**src/rtl/riscv_pkg.sv**
```systemverilog
// Shared types and constants for the RISC-V front end.
package riscv_pkg;

  localparam int XLEN = 32;
  localparam int ILEN = 32;

  localparam logic [XLEN-1:0] PC_STEP          = 32'd4;
  localparam logic [XLEN-1:0] DEFAULT_RESET_PC = 32'h0000_0000;
  localparam logic [ILEN-1:0] NOP_INSTR        = 32'h0000_0013;

  typedef struct packed {
    logic [XLEN-1:0] pc;
    logic [ILEN-1:0] instr;
  } fetch_entry_t;

  // Instruction fetches are always word aligned; low address bits are dropped.
  function automatic logic [XLEN-1:0] align_pc(input logic [XLEN-1:0] pc);
    return {pc[XLEN-1:2], 2'b00};
  endfunction

endpackage

```
**src/rtl/fetch_fifo.sv**
```systemverilog
// Prefetch FIFO holding {pc, instr} pairs. Synchronous active-low reset.
// flush empties the FIFO and wins over a push in the same cycle.
module fetch_fifo
  import riscv_pkg::*;
#(
  parameter int DEPTH = 4,
  parameter int CNT_W = $clog2(DEPTH) + 1
) (
  input  logic             clk,
  input  logic             rst,
  input  logic             push,
  input  fetch_entry_t     push_data,
  input  logic             pop,
  input  logic             flush,
  output logic [CNT_W-1:0] count,
  output fetch_entry_t     head
);

  localparam int PTR_W = $clog2(DEPTH);
  localparam logic [CNT_W-1:0] FULL_CNT = CNT_W'(DEPTH);

  fetch_entry_t     mem [DEPTH];
  logic [PTR_W-1:0] wr_ptr;
  logic [PTR_W-1:0] rd_ptr;
  logic             do_push;
  logic             do_pop;

  assign do_pop  = pop && (count != '0);
  assign do_push = push && ((count != FULL_CNT) || do_pop);

  // Head reads as zero when empty so downstream never sees stale data.
  assign head = (count != '0) ? mem[rd_ptr] : '0;

  // Pointer and occupancy tracking.
  always_ff @(posedge clk) begin
    if (!rst || flush) begin
      wr_ptr <= '0;
      rd_ptr <= '0;
      count  <= '0;
    end else begin
      if (do_push) wr_ptr <= wr_ptr + PTR_W'(1);
      if (do_pop)  rd_ptr <= rd_ptr + PTR_W'(1);
      count <= count + CNT_W'(do_push) - CNT_W'(do_pop);
    end
  end

  // Storage write; contents need no reset since count gates visibility.
  always_ff @(posedge clk) begin
    if (rst && !flush && do_push) mem[wr_ptr] <= push_data;
  end

endmodule

```
**src/rtl/riscv_fetch.sv**
```systemverilog
// Instruction fetch stage: sequential PC generation, in-order memory
// requests, prefetch buffering and redirect with stale-response dropping.
module riscv_fetch
  import riscv_pkg::*;
#(
  parameter logic [XLEN-1:0] RESET_PC   = DEFAULT_RESET_PC,
  parameter int              FIFO_DEPTH = 4,
  parameter int              CNT_W      = $clog2(FIFO_DEPTH) + 1
) (
  input  logic            clk,
  input  logic            rst,
  output logic            imem_req_valid,
  input  logic            imem_req_ready,
  output logic [XLEN-1:0] imem_req_addr,
  input  logic            imem_resp_valid,
  input  logic [ILEN-1:0] imem_resp_data,
  input  logic            redirect_valid,
  input  logic [XLEN-1:0] redirect_pc,
  output logic            out_valid,
  input  logic            out_ready,
  output logic [ILEN-1:0] out_instr,
  output logic [XLEN-1:0] out_pc
);

  localparam logic [CNT_W:0] DEPTH_EXT = (CNT_W + 1)'(FIFO_DEPTH);

  logic [XLEN-1:0]  fetch_pc;
  logic [XLEN-1:0]  resp_pc;
  logic [CNT_W-1:0] outstanding;
  logic [CNT_W-1:0] outstanding_nxt;
  logic [CNT_W-1:0] drop_cnt;
  logic [CNT_W-1:0] count;
  logic [CNT_W:0]   in_use;
  logic [XLEN-1:0]  target_pc;
  logic             req_fire;
  logic             dropping;
  logic             keep;
  logic             pop;
  fetch_entry_t     head;

  // Buffered plus in-flight fetches never exceed the FIFO size, so every
  // response always has a free slot.
  assign in_use          = {1'b0, outstanding} + {1'b0, count};
  assign imem_req_valid  = rst && (in_use < DEPTH_EXT);
  assign imem_req_addr   = fetch_pc;
  assign req_fire        = imem_req_valid && imem_req_ready;
  assign outstanding_nxt = outstanding + CNT_W'(req_fire) - CNT_W'(imem_resp_valid);

  assign target_pc = align_pc(redirect_pc);
  assign dropping  = (drop_cnt != '0);
  assign keep      = imem_resp_valid && !redirect_valid && !dropping;

  assign out_valid = rst && (count != '0);
  assign pop       = out_valid && out_ready;
  assign out_pc    = head.pc;
  assign out_instr = head.instr;

  // PC, in-flight and stale-response bookkeeping. On redirect everything
  // still in flight (including a request accepted this cycle) is stale.
  always_ff @(posedge clk) begin
    if (!rst) begin
      fetch_pc    <= RESET_PC;
      resp_pc     <= RESET_PC;
      outstanding <= '0;
      drop_cnt    <= '0;
    end else begin
      outstanding <= outstanding_nxt;
      if (redirect_valid) begin
        fetch_pc <= target_pc;
        resp_pc  <= target_pc;
        drop_cnt <= outstanding_nxt;
      end else begin
        if (req_fire)                    fetch_pc <= fetch_pc + PC_STEP;
        if (imem_resp_valid && dropping) drop_cnt <= drop_cnt - CNT_W'(1);
        if (keep)                        resp_pc  <= resp_pc + PC_STEP;
      end
    end
  end

  fetch_fifo #(
    .DEPTH (FIFO_DEPTH),
    .CNT_W (CNT_W)
  ) u_fifo (
    .clk       (clk),
    .rst       (rst),
    .push      (keep),
    .push_data ('{pc: resp_pc, instr: imem_resp_data}),
    .pop       (pop),
    .flush     (redirect_valid),
    .count     (count),
    .head      (head)
  );

endmodule

```
**config.mk**
```make
export PLATFORM = sky130hd
export DESIGN_NAME = riscv_fetch
export DESIGN_NICKNAME = d
export VERILOG_FILES = /design/src/rtl/riscv_pkg.sv /design/src/rtl/fetch_fifo.sv /design/src/rtl/riscv_fetch.sv
export SDC_FILE = /design/constraint.sdc
export NUM_CORES = 1
export LEC_CHECK = 0
export BUFFER_PORTS_ARGS = -buffer_cell sky130_fd_sc_hd__buf_2
export CAP_MARGIN = 20
export CORE_MARGIN = 5
export CORE_UTILIZATION = 60
export CTS_BUF_LIST = sky130_fd_sc_hd__clkbuf_8
export DETAILED_ROUTE_END_ITERATION = 10
export PLACE_DENSITY = 0.87
export SETUP_SLACK_MARGIN = 0.02
export SLEW_MARGIN = 30
export SYNTH_ARGS = -nofsm -noshare
export SYNTH_HDL_FRONTEND = slang
export SYNTH_SLANG_ARGS = --single-unit
```
**constraint.sdc**
```tcl
create_clock -name clk -period 6.86 [get_ports clk]
set_clock_uncertainty 0.1 [all_clocks]
set_input_delay 1.715 -clock clk [delete_from_list [all_inputs] [get_ports clk]]
set_output_delay 1.715 -clock clk [all_outputs]
set_load 0.005 [all_outputs]
```
# [After elaboration in Yosys (flattened, before gate mapping)]
# Memory sizes are Yosys's and may differ from the RTL's. A register that Yosys moved wholly into a read port is not among the register bits.
# Cells that the tools add are included.
[word_totals] n_memories=1 out_inout_bits=98 wordCells=56 in_bits=70 register_bits=77 mem_bits_rw=256
[mem_list] memory="u_fifo.mem" words=4 width=64 rd=1 rd_clocked_by_memory_dff=1 write_ports=1 line="fetch_fifo.sv:22" source="fetch_entry_t mem [DEPTH];"
[classes] reduce_logical=22 eq_ne=1 magnitude_cmp=1 bitwise=1 n_mux=11 addsub=10
[op_table] cell="32-bit two-way mux" n=4
[op_table] cell="32-bit by 3-bit adder with 32-bit output (second input constant)" n=2
[op_table] cell="64-bit two-way mux" n=1
[op_table] cell="1-bit logical AND" n=11
[op_table] cell="3-bit by 1-bit adder with 3-bit output" n=2
[op_table] cell="3-bit two-way mux" n=2
[op_table] cell="2-bit nonzero test" n=3
[op_table] cell="3-bit nonzero test" n=2
[op_table] cell="3-bit by 1-bit subtractor with 3-bit output" n=2
[op_table] cell="2-bit by 1-bit adder with 2-bit output (second input constant)" n=2
[op_table] cell="3-bit by 3-bit adder with 4-bit output" n=1
[op_table] cell="4-bit by 3-bit < comparator with 1-bit output (second input constant)" n=1
[op_table] cell="2-bit two-way mux" n=2
[op_table] cell="1-bit logical NOT" n=3
[op_table] cell="3-bit != test (second input constant)" n=1
[op_table] cell="3-bit by 1-bit subtractor with 3-bit output (second input constant)" n=1
[op_table] cell="1-bit logical OR" n=2
[op_table] cell="1-bit two-way mux" n=2
[op_table] cell="2-bit OR reduction" n=1
[op_table] cell="1-bit NOT" n=1

# [Logic depth before layout (Yosys ltp)]
[depth] ltp_word=9 ltp_mapped=12 depth_no_buf=12

# [Modules after synthesis]
# A second synthesis with hierarchy kept.
[unflattened] hier_cells=864 area_unflattened_um2=13653.1
[by_module_without_submodules] mod="fetch_fifo" area_per_inst_um2=10151.0 cells_per_inst=455 instances=1 seq_area_each_um2=7867.5
[by_module_without_submodules] mod="riscv_fetch" area_per_inst_um2=3502.1 cells_per_inst=409 instances=1 seq_area_each_um2=1321.3

# [Least setup slack after synthesis]
# No wires, ideal clock.
[synth_timing] kind="input to register" startpoint="input imem_resp_valid" endpoint="memory u_fifo.mem[0][0] in the netlist's numbering (enable)" setup_time_ns=0.426 arrival_ns=3.917 path_buffers=1 t_required_ns=6.334 setup_slack_ns=2.417 cell_stages=4 cell_sequence="clkbuf_2 nand3b_1 a311oi_1 and2_1"
[synth_via] elab_chain_len=6
[synth_lines] item="start: declaration" line="riscv_fetch.sv:15" source="input logic imem_resp_valid,"
[synth_lines] item="1-bit logical AND (2 in a row)" line="riscv_fetch.sv:51" source="assign keep = imem_resp_valid && !redirect_valid && !dropping;"
[synth_lines] item="1-bit logical AND" line="fetch_fifo.sv:29" source="assign do_push = push && ((count != FULL_CNT) || do_pop);"
[synth_lines] item="1-bit logical AND" line="fetch_fifo.sv:49" source="if (rst && !flush && do_push) mem[wr_ptr] <= push_data;"
[synth_lines] item="1-bit two-way mux" line="fetch_fifo.sv:49"
[synth_lines] item="1-bit two-way mux (implied by the code)" line="fetch_fifo.sv:49"
[synth_lines] item="end: declaration" line="fetch_fifo.sv:22"
# No other way between the ends.

# [Worst setup path in the final report]
[layout_timing] startpoint="input rst" endpoint="output imem_req_valid"
[layout_via] elab_chain_len=1
[layout_lines] item="start: declaration" line="riscv_fetch.sv:11" source="input logic rst,"
[layout_lines] item="1-bit logical AND" line="riscv_fetch.sv:44" source="assign imem_req_valid = rst && (in_use < DEPTH_EXT);"
[layout_lines] item="end: declaration" line="riscv_fetch.sv:12" source="output logic imem_req_valid,"
# No other way between the ends.

==> impl_metrics.csv <==
group,metric,value,unit
outcome,status,"completed",
placement,post-place-ws,2000,ps
setup_path,endpoint_kind,"output port",
yosys,synth-edff-count,248,
die,die_height,160,µm
cts,ctsHtreeMaxLevel,2,
global_routing,antenna_found_initial,0,
cts,clk_latency,550,ps
cells_and_area,drive_above_1_share,28.6,%
die,floorplan.initialDensity,60.4,%
drt,routed-wl-met2,13300,µm
drt,wl_per_cell,19.6,µm
die,core_area,22500,µm²
die,ioPinCount,168,
job,drv_cap,0,
cells_and_area,n_antenna_cell,0,
yosys,seq_area_frac_synth,65.9,%
cts,cts_resized,0,
setup_path,crit_path_top_delay_cell,"or4b_4",
cts,postCtsSetupBuffers,0,
timing,max-slew-margin-rel,37.3,%
cts,clk_pin_slew,60,ps
cells_and_area,fin_util,69.5,%
timing,whs,432,ps
timing,fmax,205,MHz
global_routing,grt_pass1_vias,8576,
power_and_ir_drop,power.density,260,nW/µm²
cts,cts_hold_buf,0,
power_and_ir_drop,p_clk_share,38.0,%
yosys,synth_compound_area_share,6.09,%
cells_and_area,multiInputGateArea,4370,µm²
drt,via_per_inst,5.98,
setup_path,slowest_delay,570,ps
cells_and_area,fillers,1526,
yosys,synth_top_cells_by_area,"edfxtp_1 55%, dfxtp_1 11%, mux4_2 10%",
global_routing,grt-ovfl-total,0,
drt,vias,8339,
yosys,synth-xor-area-share,1.35,%
yosys,synth_top_family_by_area,"simple AND/OR/NAND/NOR gates",
drt,first_iter_violations,680,
yosys,ys_seq_elements,323,
yosys,syn-instance-count,897,
placement,gp_congestion,0.853,
setup_path,cp.arrival,3070,ps
yosys,synth-async-reset-ratio,0,%
power_and_ir_drop,p_total,4070,µW
yosys,yosysTopAreaCellShare,54.8,%
timing,setup_viol,0,
setup_path,critPathKind,"in2out",
power_and_ir_drop,power_frac_seq,54.8,%
timing,fin_crit,4890,ps
yosys,synth_area,13600,µm²
setup_path,r2r_setup_slack,3670,ps
yosys,ys_top_cells_by_count,"248 x edfxtp_1, 76 x nor2b_1, 75 x dfxtp_1, 62 x mux4_2",
cts,cts.path.max_buffers,3,
power_and_ir_drop,combPwrFrac,7.2,%
timing,setup_tns,0,ps
drt,drtAntennaViolNets,0,
cells_and_area,syn_to_final_growth,15.0,%
timing,rsz0062_at_grt,"no",
power_and_ir_drop,switching_share,22.9,%
setup_path,cp-start-kind,"input pin",
drt,detail_route.wirelength,27400,µm
drt,wl_met1,11800,µm
power_and_ir_drop,p_switching,929,µW
timing,fin_ws,1970,ps
min_path,min_path_type,"reg2reg",
cts,cts_root_buf,"clkbuf_8",
yosys,synthAdderAreaFrac,1.58,%
drt,route.met3.wl,1830,µm
global_routing,grt_pass1_wl,44000,µm
min_path,whs_path_depth,2,
drt,top_layer,"met4",
die,rows,55,
power_and_ir_drop,power_leakage,0.00545,µW
timing,fin_crit_sh,71.2,%
power_and_ir_drop,peakVddDrop,0.000130,V
global_routing,grt_max_degree,77,
setup_path,worstPathCellList,"buf_2 -> or4b_4 -> nor2_1 -> buf_2",
yosys,synth_warnings,0,
placement,hpwl,16900,µm
die,die_area,25800,µm²
cells_and_area,layout.nets,1155,
timing,finalMaxSlewViolations,0,
placement,port_buffers,161,
yosys,yosysTopAreaCell,"edfxtp_1",
cts,cts_tree,"yes",
yosys,syn_area_per_cell,15.1,µm²
yosys,synth_cell_types,57,
yosys,synth_ff_type,"edfxtp_1",
setup_path,path_max_fanout,45,
yosys,synthSimpleGateAreaFrac,12.3,%
cts,cts_inserted_buffers,50,
drt,drc,0,
cells_and_area,seq_area,8960,µm²
timing,hold_viol,0,
cts,cts.sinks,323,
setup_path,r2r_cells,12,
power_and_ir_drop,p_int,3140,µW
setup_path,crit_top_cell,"buf_2",
timing,tightest_slew,941,ps
die,dieWidth,160,µm
yosys,synthMostInstantiatedCell,"edfxtp_1",
global_routing,grt_usage,21.2,%
drt,firstDrtPassIters,5,
setup_path,crit_required,5050,ps
yosys,synthMuxAreaShare,10.5,%
## placed cells by master, fill, tap and decap left out, drive strengths merged, types with 6 or more instances in the layout
| cell type | count |
|---|---|
| and2 | 11 |
| clkbuf | 57 |
| nand3 | 17 |
| a31oi | 13 |
| o21ai | 33 |
| xnor2 | 14 |
| clkinv | 25 |
| o31ai | 9 |
| nand4 | 19 |
| a211oi | 20 |
| xor2 | 7 |
| inv | 25 |
| nor2 | 24 |
| or3 | 7 |
| nor2b | 76 |
| dfxtp | 75 |
| a311oi | 15 |
| or4 | 12 |
| nor3b | 6 |
| mux4 | 62 |
| nand2 | 29 |
| edfxtp | 248 |
| buf | 171 |
| nor3 | 21 |
| ha | 14 |
| and3 | 14 |
| and4 | 19 |
| nor4 | 11 |
| a21oi | 18 |
## cells by family (layout without fill, tap and decap cells)
family | count (synthesis) | count (layout)
muxes | 65 | 65
DFF | 323 | 323
adders and majority gates | 16 | 16
and+or+nand+nor | 276 | 276
buffers and inverters | 71 | 281
xor gates and xnor gates | 21 | 21
other | 1 | 4
AOI/OAI and AO/OA | 124 | 124
## metal layers
| metal | vias up | global-route usage (%) |
|---|---|---|
| met1 | 4111 | 28.8 |
| met5 | - | 0 |
| met3 | 44 | 3.95 |
| li1 | 3885 | - |
| met4 | 0 | 5.55 |
| met2 | 299 | 35.7 |
## worst max-delay path, delay by kind of cell
kind	cells	cell delay (ps)
AND/OR/NAND/NOR	2	680
buffers and inverters	2	660
## state kept, by name (all words and copies together) (netlist names), named ones only
| register | flops |
|---|---|
| u_fifo.mem | 248 |
| outstanding | 3 |
| u_fifo.count | 3 |
| imem_req_addr | 30 |
| drop_cnt | 3 |
| u_fifo.rd_ptr | 2 |
| resp_pc | 30 |
| u_fifo.wr_ptr | 2 |
## metrics by stage
step / cell area (µm²) / instances
global route: 15600 / 1395
finish: 15600 / 1395
CTS: 15600 / 1393
floorplan: 13600 / 900
detailed placement: 14600 / 1300
global placement: 14600 / 1300
## power by group through the flow
stage                     clock [µW]  combinational, µW  sequential [µW]
after floorplan                    0                190             2250
after global placement             0                281             2260
after detailed placement           0                294             2270
after CTS                       1580                295             2230
after global routing            1670                328             2240
final                           1540                294             2230
## layout make-up
cell class                 count  share of cell area (%)
sequential                   323                    57.3
multi-input combinational    506                    27.9
timing repair buffer         171                    5.79
clock buffer                  57                    5.02
tap                          285                    2.28
clock inverter                36                    1.27
inverter                      17                   0.408
## worst paths after layout
kind                                      start                        to
setup / recovery                            rst            imem_req_valid
hold / removal    u_fifo.rd_ptr[1]$_SDFFE_PP0P_                  register
setup reg to reg     u_fifo.count[2]$_SDFF_PP0_  drop_cnt[2]$_SDFFE_PN0P_
hold reg to reg   u_fifo.rd_ptr[1]$_SDFFE_PP0P_                  register
(Power assumes the default switching activity.)
